## src/rtl/bambu_host_pkg.sv

```systemverilog
// Shared types and defaults for the Bambu slave-port host driver.
// Op and state encodings plus timeout and counter-width constants.
package bambu_host_pkg;

  typedef enum logic [1:0] {
    OP_WRITE = 2'd0,
    OP_READ  = 2'd1,
    OP_RUN   = 2'd2,
    OP_RSVD  = 2'd3
  } op_e;

  typedef enum logic [2:0] {
    IDLE      = 3'd0,
    MEM_WR    = 3'd1,
    MEM_RD    = 3'd2,
    RUN_START = 3'd3,
    RUN_WAIT  = 3'd4,
    RESP      = 3'd5
  } state_e;

  localparam int unsigned DEF_MEM_TIMEOUT = 64;
  localparam int unsigned DEF_RUN_TIMEOUT = 200000000;
  localparam int unsigned CNT_W           = 32;
  localparam int unsigned RSP_W           = 32;

endpackage

```

## src/rtl/bambu_timeout_counter.sv

```systemverilog
// Loadable saturating up-counter with a ">= limit" flag.
// A load wins over an increment; the count sticks at all-ones.
module bambu_timeout_counter #(
  parameter int unsigned WIDTH = 32
) (
  input  logic             clk,
  input  logic             rst_n,
  input  logic             load,
  input  logic [WIDTH-1:0] load_val,
  input  logic             inc,
  input  logic [WIDTH-1:0] limit,
  output logic [WIDTH-1:0] count,
  output logic             at_limit
);

  logic [WIDTH-1:0] count_q;
  logic [WIDTH-1:0] count_d;

  always_comb begin
    count_d = count_q;
    if (load) begin
      count_d = load_val;
    end else if (inc && (count_q != {WIDTH{1'b1}})) begin
      count_d = count_q + WIDTH'(1);
    end
  end

  always_ff @(posedge clk or negedge rst_n) begin
    if (!rst_n) begin
      count_q <= '0;
    end else begin
      count_q <= count_d;
    end
  end

  assign count    = count_q;
  assign at_limit = (count_q >= limit);

endmodule

```

## src/rtl/bambu_slave_host_driver.sv

```systemverilog
// Host-side initiator for a Bambu `main` accelerator: executes WRITE/READ
// byte commands on slave channel 0 and RUN commands on the start/done pair.
module bambu_slave_host_driver
  import bambu_host_pkg::*;
#(
  parameter int unsigned CHANNELS    = 2,
  parameter int unsigned ADDR_W      = 7,
  parameter int unsigned DATA_W      = 8,
  parameter int unsigned SIZE_W      = 4,
  parameter int unsigned MEM_TIMEOUT = DEF_MEM_TIMEOUT,
  parameter int unsigned RUN_TIMEOUT = DEF_RUN_TIMEOUT
) (
  input  logic                         clock,
  input  logic                         reset,
  input  logic                         cmd_valid,
  output logic                         cmd_ready,
  input  logic [1:0]                   cmd_op,
  input  logic [ADDR_W-1:0]            cmd_addr,
  input  logic [DATA_W-1:0]            cmd_data,
  output logic                         rsp_valid,
  input  logic                         rsp_ready,
  output logic                         rsp_err,
  output logic [RSP_W-1:0]             rsp_data,
  output logic                         start_port,
  input  logic                         done_port,
  output logic [CHANNELS-1:0]          S_oe_ram,
  output logic [CHANNELS-1:0]          S_we_ram,
  output logic [CHANNELS*ADDR_W-1:0]   S_addr_ram,
  output logic [CHANNELS*DATA_W-1:0]   S_Wdata_ram,
  output logic [CHANNELS*SIZE_W-1:0]   S_data_ram_size,
  input  logic [CHANNELS*DATA_W-1:0]   Sout_Rdata_ram,
  input  logic [CHANNELS-1:0]          Sout_DataRdy,
  output logic                         busy
);

  state_e              state_q, state_d;
  logic [ADDR_W-1:0]   addr_q, addr_d;
  logic [DATA_W-1:0]   wdata_q, wdata_d;
  logic                rsp_err_q, rsp_err_d;
  logic [RSP_W-1:0]    rsp_data_q, rsp_data_d;

  logic                cnt_load;
  logic [CNT_W-1:0]    cnt_load_val;
  logic                cnt_inc;
  logic [CNT_W-1:0]    cnt_limit;
  logic [CNT_W-1:0]    cnt_count;
  logic                cnt_at_limit;

  logic                mem_rdy;
  logic [DATA_W-1:0]   mem_rdata;
  logic                in_mem;

  assign mem_rdy   = Sout_DataRdy[0];
  assign mem_rdata = Sout_Rdata_ram[DATA_W-1:0];
  assign in_mem    = (state_q == MEM_WR) || (state_q == MEM_RD);

  // Only one wait path is live at a time, so one counter serves both limits.
  assign cnt_limit = in_mem ? CNT_W'(MEM_TIMEOUT) : CNT_W'(RUN_TIMEOUT);

  bambu_timeout_counter #(
    .WIDTH (CNT_W)
  ) u_wait_cnt (
    .clk      (clock),
    .rst_n    (reset),
    .load     (cnt_load),
    .load_val (cnt_load_val),
    .inc      (cnt_inc),
    .limit    (cnt_limit),
    .count    (cnt_count),
    .at_limit (cnt_at_limit)
  );

  // Upper channels are never driven, so their return paths are don't-care.
  generate
    if (CHANNELS > 1) begin : g_upper_channels
      logic unused_upper;
      assign unused_upper = ^{Sout_Rdata_ram[CHANNELS*DATA_W-1:DATA_W],
                              Sout_DataRdy[CHANNELS-1:1]};
    end
  endgenerate

  always_ff @(posedge clock or negedge reset) begin
    if (!reset) begin
      state_q    <= IDLE;
      addr_q     <= '0;
      wdata_q    <= '0;
      rsp_err_q  <= 1'b0;
      rsp_data_q <= '0;
    end else begin
      state_q    <= state_d;
      addr_q     <= addr_d;
      wdata_q    <= wdata_d;
      rsp_err_q  <= rsp_err_d;
      rsp_data_q <= rsp_data_d;
    end
  end

  always_comb begin
    state_d      = state_q;
    addr_d       = addr_q;
    wdata_d      = wdata_q;
    rsp_err_d    = rsp_err_q;
    rsp_data_d   = rsp_data_q;
    cnt_load     = 1'b0;
    cnt_load_val = '0;
    cnt_inc      = 1'b0;

    unique case (state_q)
      IDLE: begin
        if (cmd_valid) begin
          addr_d       = cmd_addr;
          wdata_d      = cmd_data;
          rsp_err_d    = 1'b0;
          rsp_data_d   = '0;
          // Count is 1 in the first cycle of the access or of the run.
          cnt_load     = 1'b1;
          cnt_load_val = CNT_W'(1);
          unique case (op_e'(cmd_op))
            OP_WRITE: state_d = MEM_WR;
            OP_READ:  state_d = MEM_RD;
            OP_RUN:   state_d = RUN_START;
            default: begin
              rsp_err_d = 1'b1;
              state_d   = RESP;
            end
          endcase
        end
      end

      MEM_WR, MEM_RD: begin
        cnt_inc = 1'b1;
        if (mem_rdy) begin
          if (state_q == MEM_RD) begin
            rsp_data_d = RSP_W'(mem_rdata);
          end
          state_d = RESP;
        end else if (cnt_at_limit) begin
          rsp_err_d = 1'b1;
          state_d   = RESP;
        end
      end

      RUN_START, RUN_WAIT: begin
        cnt_inc = 1'b1;
        if (done_port) begin
          rsp_data_d = RSP_W'(cnt_count);
          state_d    = RESP;
        end else if (cnt_at_limit) begin
          rsp_err_d  = 1'b1;
          rsp_data_d = RSP_W'(RUN_TIMEOUT);
          state_d    = RESP;
        end else begin
          state_d = RUN_WAIT;
        end
      end

      RESP: begin
        if (rsp_ready) begin
          state_d = IDLE;
        end
      end

      default: state_d = IDLE;
    endcase
  end

  always_comb begin
    cmd_ready       = (state_q == IDLE);
    busy            = (state_q != IDLE);
    rsp_valid       = (state_q == RESP);
    rsp_err         = rsp_err_q;
    rsp_data        = rsp_data_q;
    start_port      = (state_q == RUN_START);
    S_oe_ram        = '0;
    S_we_ram        = '0;
    S_addr_ram      = '0;
    S_Wdata_ram     = '0;
    S_data_ram_size = '0;
    if (in_mem) begin
      S_addr_ram[ADDR_W-1:0]      = addr_q;
      S_data_ram_size[SIZE_W-1:0] = SIZE_W'(DATA_W);
      if (state_q == MEM_WR) begin
        S_we_ram[0]                = 1'b1;
        S_Wdata_ram[DATA_W-1:0]    = wdata_q;
      end else begin
        S_oe_ram[0]                = 1'b1;
      end
    end
  end

endmodule

```

## config.mk

```make
export PLATFORM = sky130hd
export DESIGN_NAME = bambu_slave_host_driver
export DESIGN_NICKNAME = d
export VERILOG_FILES = /design/src/rtl/bambu_host_pkg.sv /design/src/rtl/bambu_timeout_counter.sv /design/src/rtl/bambu_slave_host_driver.sv
export SDC_FILE = /design/constraint.sdc
export NUM_CORES = 1
export LEC_CHECK = 0
export ABC_AREA = 1
export BUFFER_PORTS_ARGS = -buffer_cell sky130_fd_sc_hd__clkbuf_2
export CORE_MARGIN = 3
export CORE_UTILIZATION = 45
export CTS_BUF_LIST = sky130_fd_sc_hd__clkbuf_4
export CTS_CLUSTER_SIZE = 28
export DETAILED_ROUTE_END_ITERATION = 8
export PLACE_DENSITY = 0.75
export SLEW_MARGIN = 25
export SYNTH_ARGS = -nofsm -noshare
export SYNTH_HDL_FRONTEND = slang
export SYNTH_SLANG_ARGS = --single-unit
```

## constraint.sdc

```tcl
create_clock -name clock -period 3.7 [get_ports clock]
set_input_delay 0.74 -clock clock [delete_from_list [all_inputs] [get_ports clock]]
set_output_delay 0.74 -clock clock [all_outputs]
set_load 0.005 [all_outputs]
```

==> impl_metrics.toml <==
[clocking]
post_cts_resized = 0
cts_max_level = 3
cts-hold-fix-buffers = 0
clk_pin_slew_worst_paths_ns = 0.16
clk_path_buf_depth = 2
clk_latency_ns = 0.47
tritoncts = "built"
cts_root_buffer = "clkbuf_4"
post_cts_buffers = 0
cts.sinks = 83
cts_buffers = 9

[floorplanning]
initial_core_util_pct = 46.8
rows = 38
die_area_sq_um = 12700
core_sq_um = 11000
die_w_microns = 113
dieHeight_microns = 113
ios = 119

[route]
drt_iter0_markers = 408
vias = 4672
wirelength_microns = 12400
wl_per_cell_microns = 13.2
vias_per_cell = 4.96
antenna_left = 0
firstDrtPassIters = 7
drcViolationCount = 0

[timing]
period_share_pct = 79.8
finalSetupViolations = 0
max_freq_mhz = 339
tightest_slew_ns = 0.750
min_period_ns = 2.95
setup_tns_ns = 0
grt_setup_unrepaired = "no"
fin_skew_ns = 0.0214
maxSlewViolCount = 0
hold_viol_final = 0
relSlewSlack_pct = 50.0

[layout]
final_common_cell = "nand2_1"
mostFrequentLayoutCells = "nand2_1 (245), clkbuf_2 (84), dfrtp_1 (83)"
drive_gt1_share_pct = 16.4
fin_util_pct = 51.6
finalNetCount = 852
area_growth_pct = 10.3

[worst_setup_path]
critPathTopFamily = "simple AND/OR/NAND/NOR gates"
cp_max_fo = 27
reg2reg_slack_ns = 0.75
cp_num_buf_inv = 2
arrival_ns = 3.35
cp.depth = 14
crit_chain = "inv_1 > nand3_2 > nand2_4 > ha_1 > nand2_1 > nor2_1 > nand2_1 > nor2_1 > nand2_1 > nand4_1 > nand2_1 > inv_1 > nand2_1 > nand2_1"
critPathLaunchType = "flip-flop"
ff2ff_path_depth = 14
critPathKind = "reg -> reg"
cp.required_ns = 4.10
crit_end = "rsp_data[17]"
cpPeakStageDelay_ns = 0.49
cp_common_cell = "nand2_1"
cp-end-kind = "flip-flop"
worst_path_max_delay_cell = "dfrtp_1"
startpoint = "state_q[1]"
worst_r2r_endpoint = "rsp_data[17]"
r2r-start = "state_q[1]"

[logic_synthesis]
synth_top_area_share_pct = 40.4
synthArstFlopShare_pct = 100
syn_inst = 715
yosysTopAreaCell = "dfrtp_1"
synth_ff_type = "dfrtp_1"
synth_edf_count = 0
netlist_area_sq_um = 5140
ys_ff_latch = 83
synthTopCellsByArea = "dfrtp_1 (40%), nand2_1 (18%), inv_1 (5.8%), nor2_1 (5.6%), ha_1 (4.1%)"
syn_area_per_cell_sq_um = 7.19
yosysUniqueCellTypes = 46
yosysSeqAreaShare_pct = 40.4
ys_warn_count = 0

[pwr]
p_per_area_nw_per_um2 = 621
ir_drop_mv = 0.320
p_leak_uw = 0.00299

[placement]
port_buffers = 85
dp_hpwl_microns = 9390
gp_congestion = 0.938

[global_routing]
grt-ovfl-total = 0
grt_usage_pct = 19.6
grt_max_degree = 84
antenna_found_initial = 1
first_global_vias = 4201
grt_first_pass_wirelength_microns = 20200

[status]
status = "finished, final reports clean"

[min_path]
hold_path_class = "in -> async"

[flow_run]
drv_cap = 0
final cells by class:
class                      count  area, sq um
sequential                    83         2080
clock buffer                   9         67.6
fill                        1061         5310
multi-input combinational    529         2520
tap                          140          175
inverter                      86          325
clock inverter                 7         61.3
timing repair buffer          86          439
antenna                        1         2.50
stage by stage:
step	instances	area [sq um]	power (uW)	setup slack [ns]	hold WS, ns
final	941	5670	3520	0.748	0.291
after global routing	941	5670	3840	0.419	0.346
after CTS	940	5660	3540	0.746	0.455
after detailed placement	924	5530	3040	0.786	0.458
after global placement	924	5530	2990	0.826	0.454
after floorplan	738	5230	2630	0.836	0.444
power breakdown:
part | internal (uW) | leakage [uW] | switching [uW]
clock network | 149 | 0.0000651 | 365
logic | 537 | 0.00182 | 1210
registers | 1130 | 0.00111 | 130
logic make-up after synthesis:
group / synth area share (%)
buffers and inverters: 12.2
AO/OA/AOI/OAI: 8.08
AND/OR/NAND/NOR: 34.2
XOR/XNOR: 0.852
flip-flops: 40.4
other: 0.0730
adder cells (fa/ha/maj): 4.14
metal layers:
layer,up-vias,wire [microns],global-route usage (%)
li1,2376,-,-
met1,2100,5780,28.1
met2,166,5420,28.8
met3,30,852,2.62
met4,0,384,10.6
met5,-,0,0
worst reg2reg max path: cells and delay by family, from the launching register on:
kind	cells	cell delay (ns)
buffers and inverters	2	0.41
and+or+nand+nor	11	1.60
DFF	1	0.49
adders and majority gates	1	0.40
flip-flops by register name (all words and copies together), names as in the netlist:
name	flops
rsp_err	1
rsp_data	32
state_q	3
addr_q	7
wdata_q	8
u_wait_cnt.count	32
cell usage after synthesis, types with 2 or more instances:
cell / count
nand2_1: 245
nand2_2: 2
buf_2: 2
buf_1: 2
nand3_1: 28
nor2_2: 6
or2_2: 2
nor3_1: 19
dfrtp_1: 83
buf_6: 4
a21oi_1: 12
o21ai_1: 10
nand4_1: 15
ha_1: 17
clkbuf_1: 3
o21ai_0: 38
o21bai_1: 2
buf_4: 26
xor2_1: 5
inv_1: 79
nor2_1: 76
nor4_1: 5
o31ai_1: 2
nand2_4: 4
inv_2: 6
a211oi_1: 2
worst min path at each step:
stage | from | end | slack, ns | cells past startpoint
after floorplan | reset | addr_q[0] | 0.44 | 0
after global placement | rsp_data[12] | rsp_data[12] | 0.45 | 2
after detailed placement | rsp_data[0] | rsp_data[0] | 0.46 | 2
after CTS | cmd_addr[3] | addr_q[3] | 0.46 | 3
after global routing | reset | addr_q[3] | 0.35 | 1
final | reset | addr_q[3] | 0.29 | 1
Power figures use the tool's default switching activity.
